### src/rtl/vga_timing_gen.sv
// 640x480@60 VGA timing generator: pixel/line counters, registered sync/blank decode,
// frame start pulse and frame counter. Define VGA_SYNC_DELAY_EN to lag hs/vs/blank by one cycle.
module vga_timing_gen #(
    parameter int unsigned H_VISIBLE = 640,
    parameter int unsigned H_FRONT   = 16,
    parameter int unsigned H_SYNC    = 96,
    parameter int unsigned H_BACK    = 48,
    parameter int unsigned V_VISIBLE = 480,
    parameter int unsigned V_FRONT   = 10,
    parameter int unsigned V_SYNC    = 2,
    parameter int unsigned V_BACK    = 33
) (
    input  logic       vga_clk,
    input  logic       reset_n,
    output logic [9:0] DrawX,
    output logic [9:0] DrawY,
    output logic       hs,
    output logic       vs,
    output logic       blank,
    output logic       frame_start,
    output logic [7:0] frame_cnt
);

    localparam int unsigned H_TOTAL = H_VISIBLE + H_FRONT + H_SYNC + H_BACK;
    localparam int unsigned V_TOTAL = V_VISIBLE + V_FRONT + V_SYNC + V_BACK;

    localparam logic [9:0] H_LAST = 10'(H_TOTAL - 1);
    localparam logic [9:0] V_LAST = 10'(V_TOTAL - 1);
    localparam logic [9:0] H_VIS  = 10'(H_VISIBLE);
    localparam logic [9:0] V_VIS  = 10'(V_VISIBLE);
    localparam logic [9:0] HS_BEG = 10'(H_VISIBLE + H_FRONT);
    localparam logic [9:0] HS_END = 10'(H_VISIBLE + H_FRONT + H_SYNC);
    localparam logic [9:0] VS_BEG = 10'(V_VISIBLE + V_FRONT);
    localparam logic [9:0] VS_END = 10'(V_VISIBLE + V_FRONT + V_SYNC);

    logic [9:0] x_q, x_d;
    logic [9:0] y_q, y_d;
    logic       hs_q, hs_d;
    logic       vs_q, vs_d;
    logic       blank_q, blank_d;
    logic       fs_q, fs_d;
    logic [7:0] fcnt_q, fcnt_d;

    // Decode works on the next counter values so the registered flags line up
    // with the registered coordinates.
    always_comb begin
        x_d = x_q + 10'd1;
        y_d = y_q;
        if (x_q == H_LAST) begin
            x_d = '0;
            y_d = (y_q == V_LAST) ? '0 : y_q + 10'd1;
        end
        hs_d    = !((x_d >= HS_BEG) && (x_d < HS_END));
        vs_d    = !((y_d >= VS_BEG) && (y_d < VS_END));
        blank_d = (x_d < H_VIS) && (y_d < V_VIS);
        fs_d    = (x_d == '0) && (y_d == '0);
        fcnt_d  = fs_d ? fcnt_q + 8'd1 : fcnt_q;
    end

    always_ff @(posedge vga_clk) begin
        if (!reset_n) begin
            x_q     <= '0;
            y_q     <= '0;
            hs_q    <= 1'b1;
            vs_q    <= 1'b1;
            blank_q <= 1'b0;
            fs_q    <= 1'b0;
            fcnt_q  <= '0;
        end else begin
            x_q     <= x_d;
            y_q     <= y_d;
            hs_q    <= hs_d;
            vs_q    <= vs_d;
            blank_q <= blank_d;
            fs_q    <= fs_d;
            fcnt_q  <= fcnt_d;
        end
    end

    assign DrawX       = x_q;
    assign DrawY       = y_q;
    assign frame_start = fs_q;
    assign frame_cnt   = fcnt_q;

`ifdef VGA_SYNC_DELAY_EN
    // Extra stage matches the renderers' registered colour path.
    logic hs_dly_q, vs_dly_q, blank_dly_q;

    always_ff @(posedge vga_clk) begin
        if (!reset_n) begin
            hs_dly_q    <= 1'b1;
            vs_dly_q    <= 1'b1;
            blank_dly_q <= 1'b0;
        end else begin
            hs_dly_q    <= hs_q;
            vs_dly_q    <= vs_q;
            blank_dly_q <= blank_q;
        end
    end

    assign hs    = hs_dly_q;
    assign vs    = vs_dly_q;
    assign blank = blank_dly_q;
`else
    assign hs    = hs_q;
    assign vs    = vs_q;
    assign blank = blank_q;
`endif

endmodule

### config.mk
export PLATFORM = sky130hd
export DESIGN_NAME = vga_timing_gen
export DESIGN_NICKNAME = d
export VERILOG_FILES = /design/src/rtl/vga_timing_gen.sv
export SDC_FILE = /design/constraint.sdc
export NUM_CORES = 1
export LEC_CHECK = 0
export ABC_AREA = 1
export BUFFER_PORTS_ARGS = -buffer_cell sky130_fd_sc_hd__buf_4
export CAP_MARGIN = 20
export CELL_PAD_IN_SITES_DETAIL_PLACEMENT = 1
export CELL_PAD_IN_SITES_GLOBAL_PLACEMENT = 1
export CORE_UTILIZATION = 39
export CTS_BUF_LIST = sky130_fd_sc_hd__clkbuf_4 sky130_fd_sc_hd__clkbuf_8 sky130_fd_sc_hd__clkbuf_16
export DETAILED_ROUTE_END_ITERATION = 12
export PLACE_DENSITY_LB_ADDON = 0.15
export SLEW_MARGIN = 20
export SYNTH_ARGS = -nofsm -noshare
export SYNTH_HDL_FRONTEND = slang
export SYNTH_SLANG_ARGS = --single-unit
### constraint.sdc
create_clock -name vga_clk -period 2.1 [get_ports vga_clk]
set_input_delay 0.42 -clock vga_clk [delete_from_list [all_inputs] [get_ports vga_clk]]
set_output_delay 0.42 -clock vga_clk [all_outputs]
set_load 0.05 [all_outputs]
# Yosys cells after proc, flatten, opt, wreduce, memory -nomap -nowiden
# Cells that the tools add are included.
# classes
n_lt_le_gt_ge,6
eq_ne,2
reduce_logical,8
n_addsub,3
mux,3
# ops
operator,n
10-bit two-way mux,3
"10-bit by 1-bit adder with 10-bit output, second input constant",2
"10-bit equality test, second input constant",2
10-bit logical NOT,2
"10-bit less-than comparator, second input constant",2
"10-bit by 9-bit less-than comparator with 1-bit output, second input constant",2
"10-bit greater-or-equal comparator, second input constant",1
"10-bit by 9-bit greater-or-equal comparator with 1-bit output, second input constant",1
"8-bit by 1-bit adder with 8-bit output, second input constant",1
1-bit logical AND,4
1-bit logical NOT,2
# word_totals
wordCells,29
regBits,32

# Longest topological paths before layout
# Gate-level depths: netlist (run 1).
# logic_depth
depth_word,6
mapped_depth,15
ltp_nobuf,15

# Worst setup path before layout (run 1)
# Ideal clock, no wire load.
# synth_timing
kind,register -> register
start,"reg x_q[0], in the netlist DrawX[0]"
end,"reg vs_q, in the netlist vs"
t_required_ns,1.973
t_arrival_ns,2.205
path_stages_with_launch,12
setup_slack_ns,-0.232
path_cell_list,dfxtp_1 -> ha_1 -> nand2_4 -> nor2_8 -> inv_4 -> nor2_8 -> nand2_1 -> nand2_1 -> nand2_2 -> nor3_2 -> nand3_1 -> or3_1
# synth_via
elab_chain_cells,5
# synth_rtl
element,line,source
start: declaration,36,"logic [9:0] x_q, x_d;"
start signal: assignment,62,x_q <= '0;
start signal: assignment,70,x_q <= x_d;
10-bit equality test *,49,if (x_q == H_LAST) begin
10-bit two-way mux *,49,
10-bit by 9-bit greater-or-equal comparator with 1-bit output / 10-bit by 9-bit less-than comparator with 1-bit output (equally long branches),54,vs_d = !((y_d >= VS_BEG) && (y_d < VS_END));
1-bit logical AND *,54,
1-bit logical NOT *,54,
end signal: assignment,73,vs_q <= vs_d;
end: declaration,39,"logic vs_q, vs_d;"
# Mark *: on every way between the ends. The rest lies on a longest branch, timed or not.
# A chain may end at the register's enable or synchronous reset.

# Worst setup path in the final report (run 1)
# layout_timing
start,"reg x_q[4], in the netlist DrawX[4]"
end,"reg fcnt_q[5], in the netlist frame_cnt[5]"
# layout_via
elab_chain_cells,4
# layout_rtl
element,line,source
10-bit by 1-bit adder with 10-bit output / 10-bit equality test (equally long branches),"47, 49",
10-bit two-way mux,49,
10-bit logical NOT,56,fs_d = (x_d == '0) && (y_d == '0);
1-bit logical AND *,56,
end signal: assignment,76,fcnt_q <= fcnt_d;
end: declaration,42,"logic [7:0] fcnt_q, fcnt_d;"
# Marked as above.

==> results.env, run 1 <==
GLOBALROUTE.TOTALOVERFLOW=0
HTREE_LEVELS=2
ROWS=25
ASYNCSETRESETFLOPFRACSYNTH_PCT=0
WORST_PIN_SLEW_NS=0.3261
POST_ROUTE_CELLS_DRIVE_ABOVE_1_SHARE_PCT=36.68
PLACEABLECOREAREA_MM2=0.004817
RR_ENDPOINT='frame_cnt[5]$_SDFFE_PN0P_'
DRCVIOLATIONCOUNT=0
FINALCLOCKSKEW_NS=0.004358
MAPPEDNETLISTNETS=311
ANTENNA_LEFT=0
CRITICAL-PATH-MAX-STAGE-DELAY_NS=0.41
NETS=373
MAX-SLEW-MARGIN-REL_PCT=78.18
RUN_STATUS='completed'
CRIT_CHAIN='inv_1, nor2_1, nand4_4, nand2_1, o21ai_2, nor2_1, nand2_2, nor2_8, nand3_4, nand2_1, a21oi_2'
REPORT.FINAL.HOLD_VIOL_COUNT=0
TIMING.REG2REG.WORST_PATH_DEPTH=11
NUM_VIAS=2243
GLOBAL_ROUTE.USAGE.TOTAL_PCT=25.40
TIMING.CRITICAL_PATH.DEPTH=11
R2R_SETUP_SLACK_NS=0.02
CRITPATHBUFINV=1
CTS-HOLD-FIX-BUFFERS=0
INSERTEDDIODECOUNT=0
SLEW_VIOLATIONS=0
FINAL.PERIOD_UTILIZATION_PCT=99.12
GRT_MAX_DEGREE=26
CTS_BUFFERS=5
SYNTH.TOP_CELLS.BY_AREA='dfxtp_1 (32%), nand2_1 (17%), nor2_1 (7.7%), nand3_1 (6.5%), inv_1 (6.0%)'
YS.WARNINGS.COUNT=0
CLOCK_SINK_COUNT=32
SETUP.WORST_PATH.END='frame_cnt[5]$_SDFFE_PN0P_'
GRT_PASS1_VIAS=2210
CLK_LATENCY_NS=0.29
FINAL-SETUP-VIOL-COUNT=0
SYNTH-SEQ-AREA-SHARE_PCT=32.00
HP-CLASS='in -> reg'
CP_MAX_FO=8
SYNTHFLOPTYPE='dfxtp_1'
ROUTE.DETAILED.VIAS_PER_INST=5.156
NETLIST.AREA_LEADER.SHARE_PCT=32.00
PEAKVDDDROP_V=0.0003989
GLOBALPLACE.CONGESTION=0.8889
DIE_H_UM=73.65
FIRST_ITER_VIOLATIONS=108
SETUP_REPAIR_AFTER_GLOBAL_ROUTING_MISSED_ITS_MARGIN='yes'
CLK_PIN_SLEW_WORST_PATHS_NS=0.07
DPL.HPWL_UM=4913
CPLARGESTDELAYFAMILY='simple AND/OR/NAND/NOR gates'
CPMAXSTAGEDELAYCELL='dfxtp_1'
PORT_BUFFERS=33
ROUTE.DETAILED.WL_PER_INST_UM=16.30
NETLIST-CELL-TYPE-COUNT=32
GRT_PASS1_WL_UM=10350
MAXCLOCKFREQUENCY_MHz=480.4
NETLIST_INSTANCES=305
TRITONCTS_CLOCK_TREE='yes'
WORSTPATHREQUIRED_NS=2.27
SYNTHDOMINANTAREACELLTYPE='dfxtp_1'
NUM_IO_PINS=34
TOTAL_LEAKAGE_POWER_uW=0.001329
SETUP-TNS-FINAL_NS=0
CRITPATHARRIVALTIME_NS=2.25
SYNTH_ENABLE_FLOP_CELLS=0
FINAL.MIN_CLOCK_PERIOD_NS=2.082
DIE_AREA_MM2=0.005424
CRITICAL_PATH.STARTPOINT_TYPE='flip-flop'
GRT_ANTENNA_BEFORE_REPAIR=0
POWER_DENSITY_mW_PER_MM2=443.5
SETUP.WORST_PATH.END_CLASS='flip-flop'
DP_WORST_SETUP_SLACK_NS=-0.01208
SYNTHESIS.AREA_PER_INSTANCE_UM2=6.564
YS_SEQ_ELEMENTS=32
NUMBER_OF_ITERATIONS_IN_THE_FIRST_DETAILED_ROUTING_PASS=4
POST_DETAILED_ROUTING_WIRE_LENGTH_UM=7089
HOLD_WS_NS=0.3562
SYNTHTOLAYOUTAREAGROWTH_PCT=39.12
CRIT_START='DrawX[4]$_SDFF_PN0_'
CLOCK_PATH_BUFFERS=2
MAXCAPVIOLCOUNT=0
DIE-WIDTH_UM=73.65
TIMING_WORST_SETUP_PATH_TYPE='reg -> reg'
MIN_FROM='reset_n'
LAYOUT_SETUP_WS_NS=0.01842
CTS_ROOT_BUFFER='clkbuf_8'
WORST_R2R_STARTPOINT='DrawX[4]$_SDFF_PN0_'
NETLIST_AREA_BEFORE_PLACEMENT_MM2=0.002002
START_UTIL_PCT=41.56
worst min-delay path by stage:
stage	end	slack, ns	cells past startpoint
after global routing	DrawX[1]$_SDFF_PN0_	0.37	3
after global placement	frame_cnt[4]$_SDFFE_PN0P_	0.47	2
after CTS	DrawX[1]$_SDFF_PN0_	0.35	3
after floorplan	DrawX[1]$_SDFF_PN0_	0.51	2
after detailed placement	frame_cnt[4]$_SDFFE_PN0P_	0.48	2
final	DrawX[1]$_SDFF_PN0_	0.36	3
where the power goes:
group | internal [µW] | switching [µW]
sequential | 612 | 7.37
combinational | 22.5 | 47.2
clock | 312 | 234
total | 946 | 289
logic make-up (layout without fill, tap and decap cells):
family,count (synthesis),in the layout,synth area share (%)
AO/OA/AOI/OAI,21,21,5.562
XOR/XNOR,6,6,2.625
adder cells (fa/ha/maj),4,4,2.500
buffers and inverters,40,102,8.125
flip-flops,32,32,32.00
AND/OR/NAND/NOR,202,203,49.19
stage by stage:
step | instance area, µm² | cells | power [µW] | utilization, %
2_1_floorplan | 2011 | 305 | 671.8 | -
3_3_place_gp | 2454 | 419 | 695.9 | 50.94
3_5_place_dp | 2454 | 419 | 696.6 | 50.94
4_1_cts | 2579 | 428 | 1239 | 53.53
5_1_grt | 2785 | 435 | 1275 | 57.82
6_report | 2785 | 435 | 1235 | 57.82
cells in the final DEF (no fill, tap or decap), types with 3 or more instances in the layout:
master | Yosys | final
inv_1 | 32 | 30
o21ai_0 | 7 | 7
nor2_8 | 3 | 3
nand2_1 | 92 | 78
nor3_1 | 4 | 4
inv_2 | 1 | 3
nand2_2 | 7 | 20
nand2_4 | 3 | 3
dfxtp_2 | 0 | 7
nor2_4 | 2 | 7
dfxtp_1 | 32 | 23
nand4_1 | 14 | 14
xor2_1 | 4 | 4
buf_4 | 0 | 56
a21oi_1 | 11 | 10
clkbuf_8 | 0 | 7
nor2_1 | 41 | 34
nand3_2 | 1 | 3
nor2_2 | 5 | 7
nand3_1 | 26 | 23
final cells by class:
class / count / area [µm²]
clock buffer: 8 / 103.9
fill: 649 / 2032
inverter: 36 / 138.9
multi-input combinational: 234 / 1359
sequential: 32 / 656.9
tap: 67 / 83.83
timing repair buffer: 58 / 442.9
routing by layer:
metal  vias to the layer above  routed length (µm)  share of wire [%]  track usage, %
met2                        52                3437                 48           42.61
met4                         0                 155                2.2           7.479
met1                      1072                3205                 45           33.25
met5                         -                   0                  0               0
li1                       1105                   -                  -               -
met3                        14                 291                4.1           4.390
Yosys cell counts (2+ instances only):
cell and instances:
nand4_1 14, nand2_4 3, xor2_1 4, nand3_1 26, nand2_2 7, nand2_1 92
nor2_2 5, xnor2_1 2, nor2_4 2, a21oi_1 11, nor2_8 3, nor2_1 41
o21ai_0 7, clkbuf_1 2, ha_1 4, inv_1 32, nor3_1 4, dfxtp_1 32
registers in the layout, summed over array words and instances (netlist names):
| register | cells |
|---|---|
| DrawX | 10 |
| DrawY | 10 |
| frame_cnt | 8 |
| blank | 1 |
| frame_start | 1 |
| hs | 1 |
| vs | 1 |
worst register-to-register path, cell delays in order, from the launching register on:
cell,delay [ns]
dfxtp_1,0.41
inv_1,0.08
nor2_1,0.27
nand4_4,0.21
nand2_1,0.16
o21ai_2,0.09
nor2_1,0.13
nand2_2,0.11
nor2_8,0.18
nand3_4,0.15
nand2_1,0.12
a21oi_2,0.05
timing repair:
item,4_1_cts,5_1_grt
setup endpoints to repair,8,10
resized for setup,3,47
buffers inserted,1,6
cloned,0,1
endpoints found under the hold margin,0,0
pin swaps,2,20
No activity file was read; power rests on OpenSTA's default activity.
==> run 2: changes to the inputs <==
--- a/config.mk
+++ b/config.mk
@@ -10,11 +10,10 @@
 export CAP_MARGIN = 20
 export CELL_PAD_IN_SITES_DETAIL_PLACEMENT = 1
 export CELL_PAD_IN_SITES_GLOBAL_PLACEMENT = 1
-export CORE_UTILIZATION = 39
+export CORE_UTILIZATION = 35
 export CTS_BUF_LIST = sky130_fd_sc_hd__clkbuf_4 sky130_fd_sc_hd__clkbuf_8 sky130_fd_sc_hd__clkbuf_16
 export DETAILED_ROUTE_END_ITERATION = 12
 export PLACE_DENSITY_LB_ADDON = 0.15
-export SLEW_MARGIN = 20
 export SYNTH_ARGS = -nofsm -noshare
 export SYNTH_HDL_FRONTEND = slang
 export SYNTH_SLANG_ARGS = --single-unit
==> constraint.sdc (replaced) <==
create_clock -name vga_clk -period 1.7 [get_ports vga_clk]
set_input_delay 0.34 -clock vga_clk [delete_from_list [all_inputs] [get_ports vga_clk]]
set_output_delay 0.34 -clock vga_clk [all_outputs]
set_load 0.05 [all_outputs]
==> run 2 against run 1 <==
The flow now finishes with violations (setup timing). Critical path depth increased by 3. Wire length increased by 53%. Power increased by 20%. Worst hold slack got worse by 0.088 ns. Core utilization increased by 5.4 points. First-iteration DRC count increased by 51%. Final cell count increased by 16%. Sequential share of layout area decreased by 4.3 points. Combinational power increased by 40%. Register-to-register slack got worse by 0.54 ns. Critical path type unchanged.
==> results.env, run 2 (same netlist as run 1, synthesis figures left out) <==
NETS=437  # was 373
WORST_R2R_STARTPOINT='DrawX[9]$_SDFF_PN0_'  # was DrawX[4]$_SDFF_PN0_
MAXCLOCKFREQUENCY_MHz=449.5  # was 480.4 MHz
CTS-HOLD-FIX-BUFFERS=0  # unchanged
CRITICAL-PATH-MAX-STAGE-DELAY_NS=0.35  # was 0.41 ns
GRT_MAX_DEGREE=26  # unchanged
CRITPATHBUFINV=2  # was 1
CRIT_CHAIN='inv_1, nor2_1, nand3_1, nor2_8, buf_6, nand2_4, nand2_4, nand3_2, nor2_2, nand2_1, nor2_2, nand3_1, nand2_1, nor2_1'  # was inv_1, nor2_1, nand4_4, nand2_1, o21ai_2, nor2_1, nand2_2, nor2_8, nand3_4, nand2_1, a21oi_2
CPLARGESTDELAYFAMILY='simple AND/OR/NAND/NOR gates'  # unchanged
CLK_PIN_SLEW_WORST_PATHS_NS=0.07  # about the same
PEAKVDDDROP_V=0.0005013  # was 0.0003989 V
SYNTHTOLAYOUTAREAGROWTH_PCT=73.94  # was 39.12%
CRITICAL_PATH.STARTPOINT_TYPE='flip-flop'  # unchanged
RUN_STATUS='complete, but fails checks'  # was completed
FAILED_CHECKS='setup timing'
REPORT.FINAL.HOLD_VIOL_COUNT=0  # unchanged
MIN_FROM='reset_n'  # unchanged
FIRST_ITER_VIOLATIONS=163  # was 108
TOTAL_LEAKAGE_POWER_uW=0.001690  # was 0.001329 µW
CTS_BUFFERS=5  # unchanged
CP_MAX_FO=7  # was 8
ROUTE.DETAILED.VIAS_PER_INST=5.393  # was 5.156
GLOBAL_ROUTE.USAGE.TOTAL_PCT=27.83  # was 25.40%
TRITONCTS_CLOCK_TREE='yes'  # unchanged
CRIT_START='DrawX[9]$_SDFF_PN0_'  # was DrawX[4]$_SDFF_PN0_
MAXCAPVIOLCOUNT=0  # unchanged
CLOCK_PATH_BUFFERS=2  # unchanged
DIE_H_UM=77.63  # was 73.65 µm
FINALCLOCKSKEW_NS=0.006010  # was 0.004358 ns
NUMBER_OF_ITERATIONS_IN_THE_FIRST_DETAILED_ROUTING_PASS=4  # unchanged
NUM_VIAS=2718  # was 2,243
MAX-SLEW-MARGIN-REL_PCT=77.20  # was 78.18%
START_UTIL_PCT=36.36  # was 41.56%
TOTALPOWERFINAL_uW=1482  # was 1235 µW
DRCVIOLATIONCOUNT=0  # unchanged
CLOCK_SINK_COUNT=32  # unchanged
N_FILL_CELL=682  # was 649
LAYOUT_COMMONEST_CELL='buf_4'  # was nand2_1
PLACEABLECOREAREA_MM2=0.005507  # was 0.004817 mm²
POST_ROUTE_CELLS_DRIVE_ABOVE_1_SHARE_PCT=54.63  # was 36.68%
DIE-WIDTH_UM=77.63  # was 73.65 µm
MOST-COMMON-LAYOUT-CELLS='buf_4 (114), nand2_1 (63), nor2_1 (32), inv_1 (28), nand2_2 (27)'  # was nand2_1 (78), buf_4 (56), nor2_1 (34), inv_1 (30)
SLEW_VIOLATIONS=0  # unchanged
DIE_AREA_MM2=0.006026  # was 0.005424 mm²
NUM_IO_PINS=34  # unchanged
FINAL.MIN_CLOCK_PERIOD_NS=2.225  # was 2.082 ns
GLOBALPLACE.CONGESTION=0.8197  # was 0.8889
POST_DETAILED_ROUTING_WIRE_LENGTH_UM=10860  # was 7089 µm
HTREE_LEVELS=2  # unchanged
WORST_PIN_SLEW_NS=0.3385  # was 0.3261 ns
PORT_BUFFERS=33  # unchanged
DPL.HPWL_UM=5526  # was 4913 µm
CTS_ROOT_BUFFER='clkbuf_8'  # unchanged
ROUTE.DETAILED.WL_PER_INST_UM=21.55  # was 16.30 µm
GRT_ANTENNA_BEFORE_REPAIR=0  # unchanged
GLOBALROUTE.TOTALOVERFLOW=0  # unchanged
HP-CLASS='in -> reg'  # unchanged
ANTENNA_LEFT=0  # unchanged
POWER_DENSITY_mW_PER_MM2=425.5  # was 443.5 mW/mm²
LAYOUT_SETUP_WS_NS=-0.5246  # was 0.01842 ns
INSERTEDDIODECOUNT=0  # unchanged
WORSTPATHREQUIRED_NS=1.89  # was 2.27 ns
CLK_LATENCY_NS=0.30  # was 0.29 ns
GRT_PASS1_WL_UM=12800  # was 10,350 µm
FINAL-SETUP-VIOL-COUNT=14  # was 0
ROWS=27  # was 25
SETUP_REPAIR_AFTER_GLOBAL_ROUTING_MISSED_ITS_MARGIN='yes'  # unchanged
SETUP-TNS-FINAL_NS=-4.992  # was 0 ns
GRT_PASS1_VIAS=2568  # was 2,210
CRITPATHARRIVALTIME_NS=2.41  # was 2.25 ns
TIMING_WORST_SETUP_PATH_TYPE='reg -> reg'  # unchanged
FINAL.PERIOD_UTILIZATION_PCT=130.9  # was 99.12%
SETUP.WORST_PATH.END_CLASS='flip-flop'  # unchanged
CPMAXSTAGEDELAYCELL='dfxtp_2'  # was dfxtp_1
==> run 2: cell count changes in the layout (fill, tap and decap cells not counted), moves of 5 or more <==
cell,previous run,this run
nand2_2,20,27
nand3_1,23,18
nand2_1,78,63
dfxtp_2,7,13
buf_4,56,114
nand2_4,3,11
nand3_2,3,8
dfxtp_1,23,15
==> run 2: stage by stage <==
| step | hold slack [ns] | cells | cell area (µm²) | worst slack, ns | utilization (%) |
|---|---|---|---|---|---|
| floorplan | 0.4328 | 305 | 2059 | -0.2086 | - |
| global placement | 0.4664 | 469 | 2859 | -0.3540 | 51.92 |
| detailed placement | 0.4789 | 469 | 2859 | -0.4369 | 51.92 |
| CTS | 0.2730 | 487 | 3120 | -0.3019 | 56.67 |
| global route | 0.2758 | 504 | 3482 | -0.6217 | 63.24 |
| finish | 0.2682 | 504 | 3482 | -0.5246 | 63.24 |
==> run 2: routing by layer <==
layer / global-route usage (%) / share of wire, % / up-vias
met5: 0 / 0 / -
met4: 8.679 / 3.7 / 0
met3: 4.941 / 6.0 / 29
met2: 49.12 / 51 / 101
met1: 34.00 / 39 / 1360
li1: - / - / 1228
==> run 2: layout make-up <==
class | instances | area (µm²) | share of cell area (%)
clock buffers | 5 | 68.82 | 1.976
clock inverters | 3 | 18.77 | 0.5390
inverters | 36 | 142.6 | 4.096
multi-input cells | 233 | 1498 | 43.01
flip-flops and latches | 32 | 671.9 | 19.30
well taps | 72 | 90.09 | 2.587
repair buffers | 123 | 992.2 | 28.49
==> run 2: worst register-to-register path, cell delays in order, from the launching register on <==
cell,delay [ns]
dfxtp_2,0.35
inv_1,0.07
nor2_1,0.12
nand3_1,0.21
nor2_8,0.27
buf_6,0.14
nand2_4,0.05
nand2_4,0.09
nand3_2,0.11
nor2_2,0.12
nand2_1,0.08
nor2_2,0.21
nand3_1,0.14
nand2_1,0.10
nor2_1,0.05
==> run 2: path summary, 6_finish.rpt <==
kind	slack [ns]	to	cells after the start
setup / recovery	-0.52	frame_cnt[0]$_SDFFE_PN0P_	14
hold / removal	0.27	DrawX[1]$_SDFF_PN0_	3
setup reg to reg	-0.52	frame_cnt[0]$_SDFFE_PN0P_	14
hold reg to reg	0.52	frame_cnt[6]$_SDFFE_PN0P_	2
==> run 2: power by group <==
group          leakage (µW)  internal [µW]  switching [µW]
sequential         0.000268            753            8.97
clock             0.0000479            285             337
combinational       0.00137           30.9            66.5
==> run 2: what timing repair did <==
item,CTS,global route
pin swaps,16,35
gates resized for setup,22,63
endpoints found under the setup margin,11,15
buffers inserted,10,17
